[src/rtl/sram_mem_tester.sv]
// SRAM self-test master: writes seed^addr over a range, reads it back, counts mismatches.
// Optional SRAM_TESTER_INVERT_PASS_EN adds a second write/read pass with the inverted pattern.
module sram_mem_tester #(
  parameter int unsigned ADDR_W       = 18,
  parameter int unsigned DATA_W       = 16,
  parameter int unsigned READ_LATENCY = 1
) (
  input  logic              clk,
  input  logic              reset,
  input  logic              start,
  input  logic [ADDR_W-1:0] start_addr,
  input  logic [ADDR_W-1:0] end_addr,
  input  logic [DATA_W-1:0] seed,
  output logic              busy,
  output logic              done,
  output logic              pass,
  output logic [DATA_W-1:0] error_count,
  output logic [ADDR_W-1:0] first_err_addr,
  output logic [ADDR_W-1:0] m_address,
  output logic              m_chipselect,
  output logic [1:0]        m_byte_enable,
  output logic              m_read,
  output logic              m_write,
  output logic [DATA_W-1:0] m_write_data,
  input  logic [DATA_W-1:0] m_read_data
);

  localparam int unsigned WAIT_W = 3;
  localparam int unsigned LAST   = READ_LATENCY - 1;

  if (READ_LATENCY < 1 || READ_LATENCY > 4) begin : g_bad_latency
    $error("READ_LATENCY must be in 1..4");
  end

  typedef enum logic [2:0] {
    S_IDLE,
    S_WRITE,
    S_READ,
    S_WAIT,
    S_DONE
  } state_e;

  state_e              state_q;
  logic [ADDR_W-1:0]   addr_q;
  logic [ADDR_W-1:0]   start_q;
  logic [ADDR_W-1:0]   end_q;
  logic [DATA_W-1:0]   seed_q;
  logic [WAIT_W-1:0]   wait_q;
  logic                busy_q;
  logic                done_q;
  logic                pass_q;
  logic [DATA_W-1:0]   err_cnt_q;
  logic [ADDR_W-1:0]   first_err_q;
  logic [ADDR_W-1:0]   m_addr_q;
  logic                m_cs_q;
  logic [1:0]          m_be_q;
  logic                m_read_q;
  logic                m_write_q;
  logic [DATA_W-1:0]   m_wdata_q;

  // Read-return tracker: {valid, addr, expected} aligned with m_read_data
  logic                pipe_vld_q  [READ_LATENCY];
  logic [ADDR_W-1:0]   pipe_addr_q [READ_LATENCY];
  logic [DATA_W-1:0]   pipe_data_q [READ_LATENCY];

  logic                phase_c;
  logic                mismatch_c;

`ifdef SRAM_TESTER_INVERT_PASS_EN
  logic                phase_q;
  assign phase_c = phase_q;
`else
  assign phase_c = 1'b0;
`endif

  function automatic logic [DATA_W-1:0] pattern(input logic [DATA_W-1:0] s,
                                                input logic [ADDR_W-1:0] a,
                                                input logic              inv);
    logic [DATA_W-1:0] p;
    p = s ^ DATA_W'(a);
    return inv ? ~p : p;
  endfunction

  assign mismatch_c = pipe_vld_q[LAST] && (m_read_data != pipe_data_q[LAST]);

  always_ff @(posedge clk) begin
    if (reset) begin
      state_q     <= S_IDLE;
      addr_q      <= '0;
      start_q     <= '0;
      end_q       <= '0;
      seed_q      <= '0;
      wait_q      <= '0;
      busy_q      <= 1'b0;
      done_q      <= 1'b0;
      pass_q      <= 1'b0;
      err_cnt_q   <= '0;
      first_err_q <= '0;
      m_addr_q    <= '0;
      m_cs_q      <= 1'b0;
      m_be_q      <= 2'b00;
      m_read_q    <= 1'b0;
      m_write_q   <= 1'b0;
      m_wdata_q   <= '0;
      for (int unsigned i = 0; i < READ_LATENCY; i++) begin
        pipe_vld_q[i]  <= 1'b0;
        pipe_addr_q[i] <= '0;
        pipe_data_q[i] <= '0;
      end
`ifdef SRAM_TESTER_INVERT_PASS_EN
      phase_q     <= 1'b0;
`endif
    end else begin
      done_q    <= 1'b0;
      m_cs_q    <= 1'b0;
      m_be_q    <= 2'b00;
      m_read_q  <= 1'b0;
      m_write_q <= 1'b0;

      pipe_vld_q[0]  <= m_read_q;
      pipe_addr_q[0] <= m_addr_q;
      pipe_data_q[0] <= pattern(seed_q, m_addr_q, phase_c);
      for (int unsigned i = 1; i < READ_LATENCY; i++) begin
        pipe_vld_q[i]  <= pipe_vld_q[i-1];
        pipe_addr_q[i] <= pipe_addr_q[i-1];
        pipe_data_q[i] <= pipe_data_q[i-1];
      end

      // Zero count means this is the first mismatch of the test
      if (mismatch_c) begin
        if (err_cnt_q != '1) begin
          err_cnt_q <= err_cnt_q + DATA_W'(1);
        end
        if (err_cnt_q == '0) begin
          first_err_q <= pipe_addr_q[LAST];
        end
      end

      unique case (state_q)
        S_IDLE: begin
          if (start) begin
            start_q     <= start_addr;
            end_q       <= end_addr;
            seed_q      <= seed;
            err_cnt_q   <= '0;
            first_err_q <= '0;
            pass_q      <= 1'b0;
`ifdef SRAM_TESTER_INVERT_PASS_EN
            phase_q     <= 1'b0;
`endif
            if (start_addr > end_addr) begin
              state_q <= S_DONE;
            end else begin
              state_q   <= S_WRITE;
              busy_q    <= 1'b1;
              addr_q    <= start_addr;
              m_addr_q  <= start_addr;
              m_wdata_q <= pattern(seed, start_addr, 1'b0);
              m_write_q <= 1'b1;
              m_cs_q    <= 1'b1;
              m_be_q    <= 2'b11;
            end
          end
        end

        S_WRITE: begin
          if (addr_q == end_q) begin
            state_q  <= S_READ;
            addr_q   <= start_q;
            m_addr_q <= start_q;
            m_read_q <= 1'b1;
            m_cs_q   <= 1'b1;
            m_be_q   <= 2'b11;
          end else begin
            addr_q    <= addr_q + ADDR_W'(1);
            m_addr_q  <= addr_q + ADDR_W'(1);
            m_wdata_q <= pattern(seed_q, addr_q + ADDR_W'(1), phase_c);
            m_write_q <= 1'b1;
            m_cs_q    <= 1'b1;
            m_be_q    <= 2'b11;
          end
        end

        S_READ: begin
          if (addr_q == end_q) begin
            state_q <= S_WAIT;
            wait_q  <= '0;
          end else begin
            addr_q   <= addr_q + ADDR_W'(1);
            m_addr_q <= addr_q + ADDR_W'(1);
            m_read_q <= 1'b1;
            m_cs_q   <= 1'b1;
            m_be_q   <= 2'b11;
          end
        end

        S_WAIT: begin
          if (wait_q == WAIT_W'(LAST)) begin
`ifdef SRAM_TESTER_INVERT_PASS_EN
            if (!phase_q) begin
              phase_q   <= 1'b1;
              state_q   <= S_WRITE;
              addr_q    <= start_q;
              m_addr_q  <= start_q;
              m_wdata_q <= pattern(seed_q, start_q, 1'b1);
              m_write_q <= 1'b1;
              m_cs_q    <= 1'b1;
              m_be_q    <= 2'b11;
            end else begin
              state_q <= S_DONE;
              busy_q  <= 1'b0;
            end
`else
            state_q <= S_DONE;
            busy_q  <= 1'b0;
`endif
          end else begin
            wait_q <= wait_q + WAIT_W'(1);
          end
        end

        // Last compare has landed in err_cnt_q by the time DONE is evaluated
        S_DONE: begin
          done_q  <= 1'b1;
          pass_q  <= (err_cnt_q == '0) && (start_q <= end_q);
          state_q <= S_IDLE;
        end

        default: state_q <= S_IDLE;
      endcase
    end
  end

  assign busy           = busy_q;
  assign done           = done_q;
  assign pass           = pass_q;
  assign error_count    = err_cnt_q;
  assign first_err_addr = first_err_q;
  assign m_address      = m_addr_q;
  assign m_chipselect   = m_cs_q;
  assign m_byte_enable  = m_be_q;
  assign m_read         = m_read_q;
  assign m_write        = m_write_q;
  assign m_write_data   = m_wdata_q;

endmodule

[config.mk]
export PLATFORM = sky130hd
export DESIGN_NAME = sram_mem_tester
export DESIGN_NICKNAME = d
export VERILOG_FILES = /design/src/rtl/sram_mem_tester.sv
export SDC_FILE = /design/constraint.sdc
export NUM_CORES = 1
export LEC_CHECK = 0
export BUFFER_PORTS_ARGS = -buffer_cell sky130_fd_sc_hd__buf_2
export CAP_MARGIN = 20
export CELL_PAD_IN_SITES_DETAIL_PLACEMENT = 1
export CELL_PAD_IN_SITES_GLOBAL_PLACEMENT = 2
export CORE_MARGIN = 2
export CORE_UTILIZATION = 36
export CTS_CLUSTER_SIZE = 14
export DETAILED_ROUTE_END_ITERATION = 10
export HOLD_SLACK_MARGIN = 0.1
export PLACE_DENSITY = 0.9
export SLEW_MARGIN = 30
export SYNTH_ARGS = -nofsm -noshare
export SYNTH_HDL_FRONTEND = slang
export SYNTH_SLANG_ARGS = --single-unit
[constraint.sdc]
create_clock -name clk -period 5 [get_ports clk]
set_input_delay 0.25 -clock clk [delete_from_list [all_inputs] [get_ports clk]]
set_output_delay 0.25 -clock clk [all_outputs]
set_load 0.005 [all_outputs]
# Yosys cells after proc, flatten, opt, wreduce, memory -nomap -nowiden
# Memory sizes are Yosys's and may differ from the RTL's.
# Cells that the tools add are included.
# word_totals
mem_bits_rw	35
regBits	134
input_bits	71
wordCells	115
n_memories	3
# classes
addsub	3
eq_ne	15
reduce_logical	20
magnitude_cmp	2
mux	53
n_bitwise	3
# mem_list
memory	depth	width	rd	rd_ports_with_merged_regs	write_ports	line	rtl
pipe_addr_q	1	18	1	0	1	63	logic [ADDR_W-1:0] pipe_addr_q [READ_LATENCY];
pipe_data_q	1	16	1	0	1	64	logic [DATA_W-1:0] pipe_data_q [READ_LATENCY];
pipe_vld_q	1	1	1	0	1	62	logic pipe_vld_q [READ_LATENCY];
# ops
operator	count
$mux W18	9
$mux W16	8
$pmux W18 S3	1
$xor A16 B16 Y16	3
$pmux W16 S2	1
$mux W3	7
$add A18 B1 Y18 const B	1
$eq A18 B18 Y1	1
$gt A18 B18 Y1	1
$le A18 B18 Y1	1
$reduce_or A18 Y1	1
$add A16 B1 Y16 const B	1
$logic_not A16 Y1	1
$mux W1	16
$ne A16 B16 Y1	1
$ne A16 B16 Y1 const B	1
$ne A2 B2 Y1 const B	8
$reduce_and A4 Y1	4
$reduce_or A16 Y1	1
$pmux W3 S4	1
$pmux W1 S2	4
$reduce_bool A2 Y1	4
$eq A3 B2 Y1 const B	2
$logic_not A3 Y1	2
12 further kinds	16

# Longest topological paths before layout
# An unclocked memory read counts as a cell.
# logic_depth
depth_word	6
depth_mapped	11
ltp_nobuf	9

# Worst setup path before layout
# OpenSTA, ideal clock, no wires.
# synth_path
path_type	in2reg
from	input port end_addr[5]
to	register m_addr_q[3], in the netlist m_address[3]
path_stages	10
n_path_buf	1
setup_time_ns	0.114
slack_ns	2.722
arrival_ns	2.164
path_cell_list	inv_1 > ha_1 > a21oi_1 > o21ai_0 > a2111oi_1 > nand3_1 > a31o_2 > buf_6 > a21o_1 > a21o_1
# synth_between
elab_chain_len	3
# synth_rtl
item	line	rtl
start: declaration	12	input logic [ADDR_W-1:0] end_addr,
$gt A18 B18 Y1	151	if (start_addr > end_addr) begin
$ne A2 B2 Y1 (no source line)	--	
$reduce_and A4 Y1 (no source line)	--	
end signal: assignment	157	m_addr_q <= start_addr;
end signal: assignment	170	m_addr_q <= start_q;
end signal: assignment	176	m_addr_q <= addr_q + ADDR_W'(1);
end: declaration	54	logic [ADDR_W-1:0] m_addr_q;
# Every way passes these cells.
# A chain may end at the register's enable or synchronous reset.

# Final worst setup path
# layout_path
from	input port end_addr[3]
to	register m_addr_q[17], in the netlist m_address[17]
# Same word-level chain as after synthesis.

==> implementation parameters <==
Parameter                              Value

Status
  Outcome    completed

Power
  PnR Total Power    4.03 mW
  Clock power share    32.2%
  Switching power    1.42 mW
  PwrDens    393 mW/mm^2
  Maximum vdd drop    0.205 mV
  Switching fraction of total power    35.2%
  Leakage component of the power    4.57 nW
  Internal power    2.61 mW
  Sequential group share of total power    41.4%
  Proportion of power drawn by combinational gates    26.4%

Layout
  Filler cell count in the final layout    2852
  Fraction of layout cells with a size suffix above 1    17.6%
  Layout Nets    1268
  Area growth from synthesis to final layout    21.6%
  Diode count    0
  Non-filler cells, final    1488
  Commonest non-fill, non-tap cells in the layout    sky130_fd_sc_hd__dfxtp_1, sky130_fd_sc_hd__nand2_1, sky130_fd_sc_hd__buf_2
  Leading cell type in the layout, fill and taps excluded    sky130_fd_sc_hd__dfxtp_1

Worst setup path
  Maximum fanout encountered on the critical timing path    30
  Endpoint class of the critical path    flop
  Worst r2r dst    m_address[3]
  Worst reg2reg setup slack    1.99 ns
  Critical Path Start Type    input port
  CP Data Arrival Time    3.45 ns
  Worst Reg-to-Reg Cells    7
  Launching point of the worst reg2reg path    state_q[0]
  Worst endpoint required time    5.31 ns
  Category of the critical setup timing path    input port to flop

Place
  Final GP Congestion    0.873
  HPWL Detailed    20300 um
  Number of buffer cells added on primary ports    146
  Cell count after placement    1419

Yosys
  Share of the synthesized area in the top cell type    39.6%
  Top cell type by total area after synthesis    sky130_fd_sc_hd__dfxtp_1
  EDFF count, synth    0
  Most area-consuming cells after synthesis    sky130_fd_sc_hd__dfxtp_1, sky130_fd_sc_hd__nand2_1, sky130_fd_sc_hd__ha_1
  Most frequently used flop master after synthesis    sky130_fd_sc_hd__dfxtp_1
  Share of async-settable or async-resettable flops after synthesis    0%
  Share of synthesized area occupied by flip-flops and latches    39.6%
  Synthesized cell area    0.00845 mm^2
  Mean instance size in the synthesized netlist    8.38 um^2
  Cells after Synth    1008
  Synth unique cells    68
  Net count of the mapped netlist    1120
  Flip-flop and latch count after synthesis    167
  Warning count from the yosys run    0

Timing
  Endpoints failing setup    0
  Final period demand of the worst path    3.15 ns
  Setup total negative slack    0 ns
  Largest clock skew in the final design    0.0211 ns
  Total count of hold-check failures in the final report    0
  Unrepaired setup endpoints after global routing    false
  Worst-margin pin slew    0.945 ns
  Final count of pins violating max slew    0
  Fin crit share    62.9%
  Worst slew slack as a fraction of its limit    37.0%
  Upper clock frequency limit    318 MHz

Global route
  Maximum number of pins on one net before global-route repair    64
  Number of global-route vias before repair    7364
  Number of antenna violations at the first check in global routing    1
  Global Route Usage Sum    22.3%
  Overflow after GRT    0
  Global-route wire length before repair    42100 um

Clock network
  Clock edge transition at the registers on the reported setup and hold paths    0.07 ns
  CTS tree    done
  Clock root buffer    sky130_fd_sc_hd__clkbuf_16
  Bufs on Longest Clock Path    2
  Number of clock sinks    167
  Level count of the clock H-tree    4
  Buffer count from post-CTS setup fixing    0
  Number of hold buffers added after CTS    37
  Clock buffer count from CTS    17
  # resized after CTS    0
  Worst skew pair latency    0.45 ns

Route
  Via-per-instance ratio    5.12
  Wirelength per Cell    18.4 um
  Routed wire length    27300 um
  Total iterations of the first detailed-routing run    6
  Iteration-0 DRC count of the detailed router    486
  Residual antenna-violating net count after detailed routing    0
  Number of remaining DRC errors    0
  Total number of vias    7618

Worst hold path
  Capture endpoint of the worst hold path    start_q[5]
  Hold Crit Start    start_addr[5]
  Worst Hold Depth    3
  Hold Crit Class    input port to flop

Floorplanning
  Chip Height    157 um
  Die width    157 um
  Die ar.    0.0247 mm^2
  Count of pins on the block boundary    147
  Effective utilization at floorplan    36.3%
  Num rows    56
  Area of the core    0.0233 mm^2

Flow run
  Maximum capacitance violations    0
==> synthesized netlist by cell type, types with 4 or more instances <==
| cell | n |
|---|---|
| sky130_fd_sc_hd__dfxtp_1 | 167 |
| sky130_fd_sc_hd__nand2_1 | 162 |
| sky130_fd_sc_hd__a21oi_1 | 85 |
| sky130_fd_sc_hd__nor2_1 | 73 |
| sky130_fd_sc_hd__inv_1 | 61 |
| sky130_fd_sc_hd__xnor2_1 | 49 |
| sky130_fd_sc_hd__xor2_1 | 45 |
| sky130_fd_sc_hd__ha_1 | 41 |
| sky130_fd_sc_hd__clkbuf_1 | 36 |
| sky130_fd_sc_hd__nor3_1 | 24 |
| sky130_fd_sc_hd__mux2i_1 | 20 |
| sky130_fd_sc_hd__nand3_1 | 18 |
| sky130_fd_sc_hd__nor2b_1 | 17 |
| sky130_fd_sc_hd__o211ai_1 | 17 |
| sky130_fd_sc_hd__a21o_1 | 15 |
| sky130_fd_sc_hd__buf_2 | 15 |
| sky130_fd_sc_hd__o21ai_0 | 15 |
| sky130_fd_sc_hd__nand4_1 | 13 |
| sky130_fd_sc_hd__o31ai_1 | 13 |
| sky130_fd_sc_hd__a22oi_1 | 10 |
| sky130_fd_sc_hd__nor4_1 | 9 |
| sky130_fd_sc_hd__and3_1 | 8 |
| sky130_fd_sc_hd__o31a_1 | 8 |
| sky130_fd_sc_hd__a211oi_1 | 6 |
| sky130_fd_sc_hd__nand2b_1 | 6 |
| sky130_fd_sc_hd__a222oi_1 | 5 |
| sky130_fd_sc_hd__buf_4 | 5 |
| sky130_fd_sc_hd__buf_6 | 5 |
| sky130_fd_sc_hd__and2_1 | 4 |
| sky130_fd_sc_hd__and4_1 | 4 |
| sky130_fd_sc_hd__or3_1 | 4 |
==> layout make-up <==
cell class,count,area [um^2],area share (%)
Clock buffer,17,425,4.14
Clock inverter,15,144,1.40
Inverter,61,229,2.23
Multi-Input combinational cell,718,4570,44.5
Sequential cell,167,3340,32.5
Tap cell,319,399,3.88
Timing Repair Buffer,191,1160,11.3
==> worst max-delay path: stages <==
cell                            delay (ns)
sky130_fd_sc_hd__dlygate4sd3_1        0.52
sky130_fd_sc_hd__buf_2                0.11
sky130_fd_sc_hd__inv_1                0.04
sky130_fd_sc_hd__ha_1                 0.29
sky130_fd_sc_hd__a21oi_1              0.13
sky130_fd_sc_hd__o21ai_0              0.14
sky130_fd_sc_hd__a2111oi_1            0.66
sky130_fd_sc_hd__nand3_1              0.33
sky130_fd_sc_hd__a31o_2               0.54
sky130_fd_sc_hd__o21ai_0              0.31
sky130_fd_sc_hd__o31ai_1              0.11
==> flip-flops by register name, summed over array words and instances, names as in the netlist <==
signal,cells
busy,1
done,1
end_q,18
error_count,16
first_err_addr,18
m_address,18
m_byte_enable,1
m_read,1
m_write,1
m_write_data,16
pass,1
pipe_addr_q,18
pipe_data_q,16
pipe_vld_q,1
seed_q,16
start_q,18
state_q,3
wait_q,3
==> kinds of logic after synthesis <==
family,share of synthesized area [%]
adders and majority gates,6.07
buffers and inverters,6.35
DFF,39.6
and+or+nand+nor,20.2
AOI/OAI and AO/OA,15.6
xor gates and xnor gates,9.74
muxes,2.50
==> metal layers <==
metal | part of all wire, % | vias to the layer above | global-route usage (%)
li1 | - | 3736 | -
met2 | 45 | 189 | 35.0
met5 | 0.033 | - | 0
met1 | 49 | 3662 | 31.6
met3 | 4.9 | 29 | 4.02
met4 | 1.3 | 2 | 5.67
==> how the worst max path moves through the flow <==
stage	from	endpoint	slack, ns	cells after the start
after floorplan	end_addr[5]	m_address[3]	2.72	10
after global placement	start_addr[5]	m_write_data[5]	2.03	9
after detailed placement	start_addr[5]	m_write_data[5]	1.97	9
after CTS	end_addr[5]	m_address[17]	1.89	11
after global routing	end_addr[3]	m_address[2]	1.60	11
final	end_addr[3]	m_address[17]	1.85	11
==> stage by stage <==
stage          utilization, %  setup slack [ns]  hold slack (ns)  instance area, um^2
2_1_floorplan               -              2.72            0.330                 8450
4_1_cts                  44.2              1.89            0.105                10300
3_3_place_gp             40.1              2.03            0.440                 9340
5_1_grt                  44.2              1.60            0.121                10300
3_5_place_dp             40.1              1.97            0.448                 9340
6_report                 44.2              1.85            0.106                10300
==> power groups by stage <==
stage / sequential (mW) / combinational, mW / clock [mW]
floorplan: 1.62 / 0.768 / 0
global placement: 1.70 / 1.02 / 0
detailed placement: 1.70 / 1.04 / 0
CTS: 1.67 / 1.07 / 1.31
global route: 1.69 / 1.19 / 1.38
finish: 1.67 / 1.07 / 1.30
No activity file was read; power rests on OpenSTA's default activity.
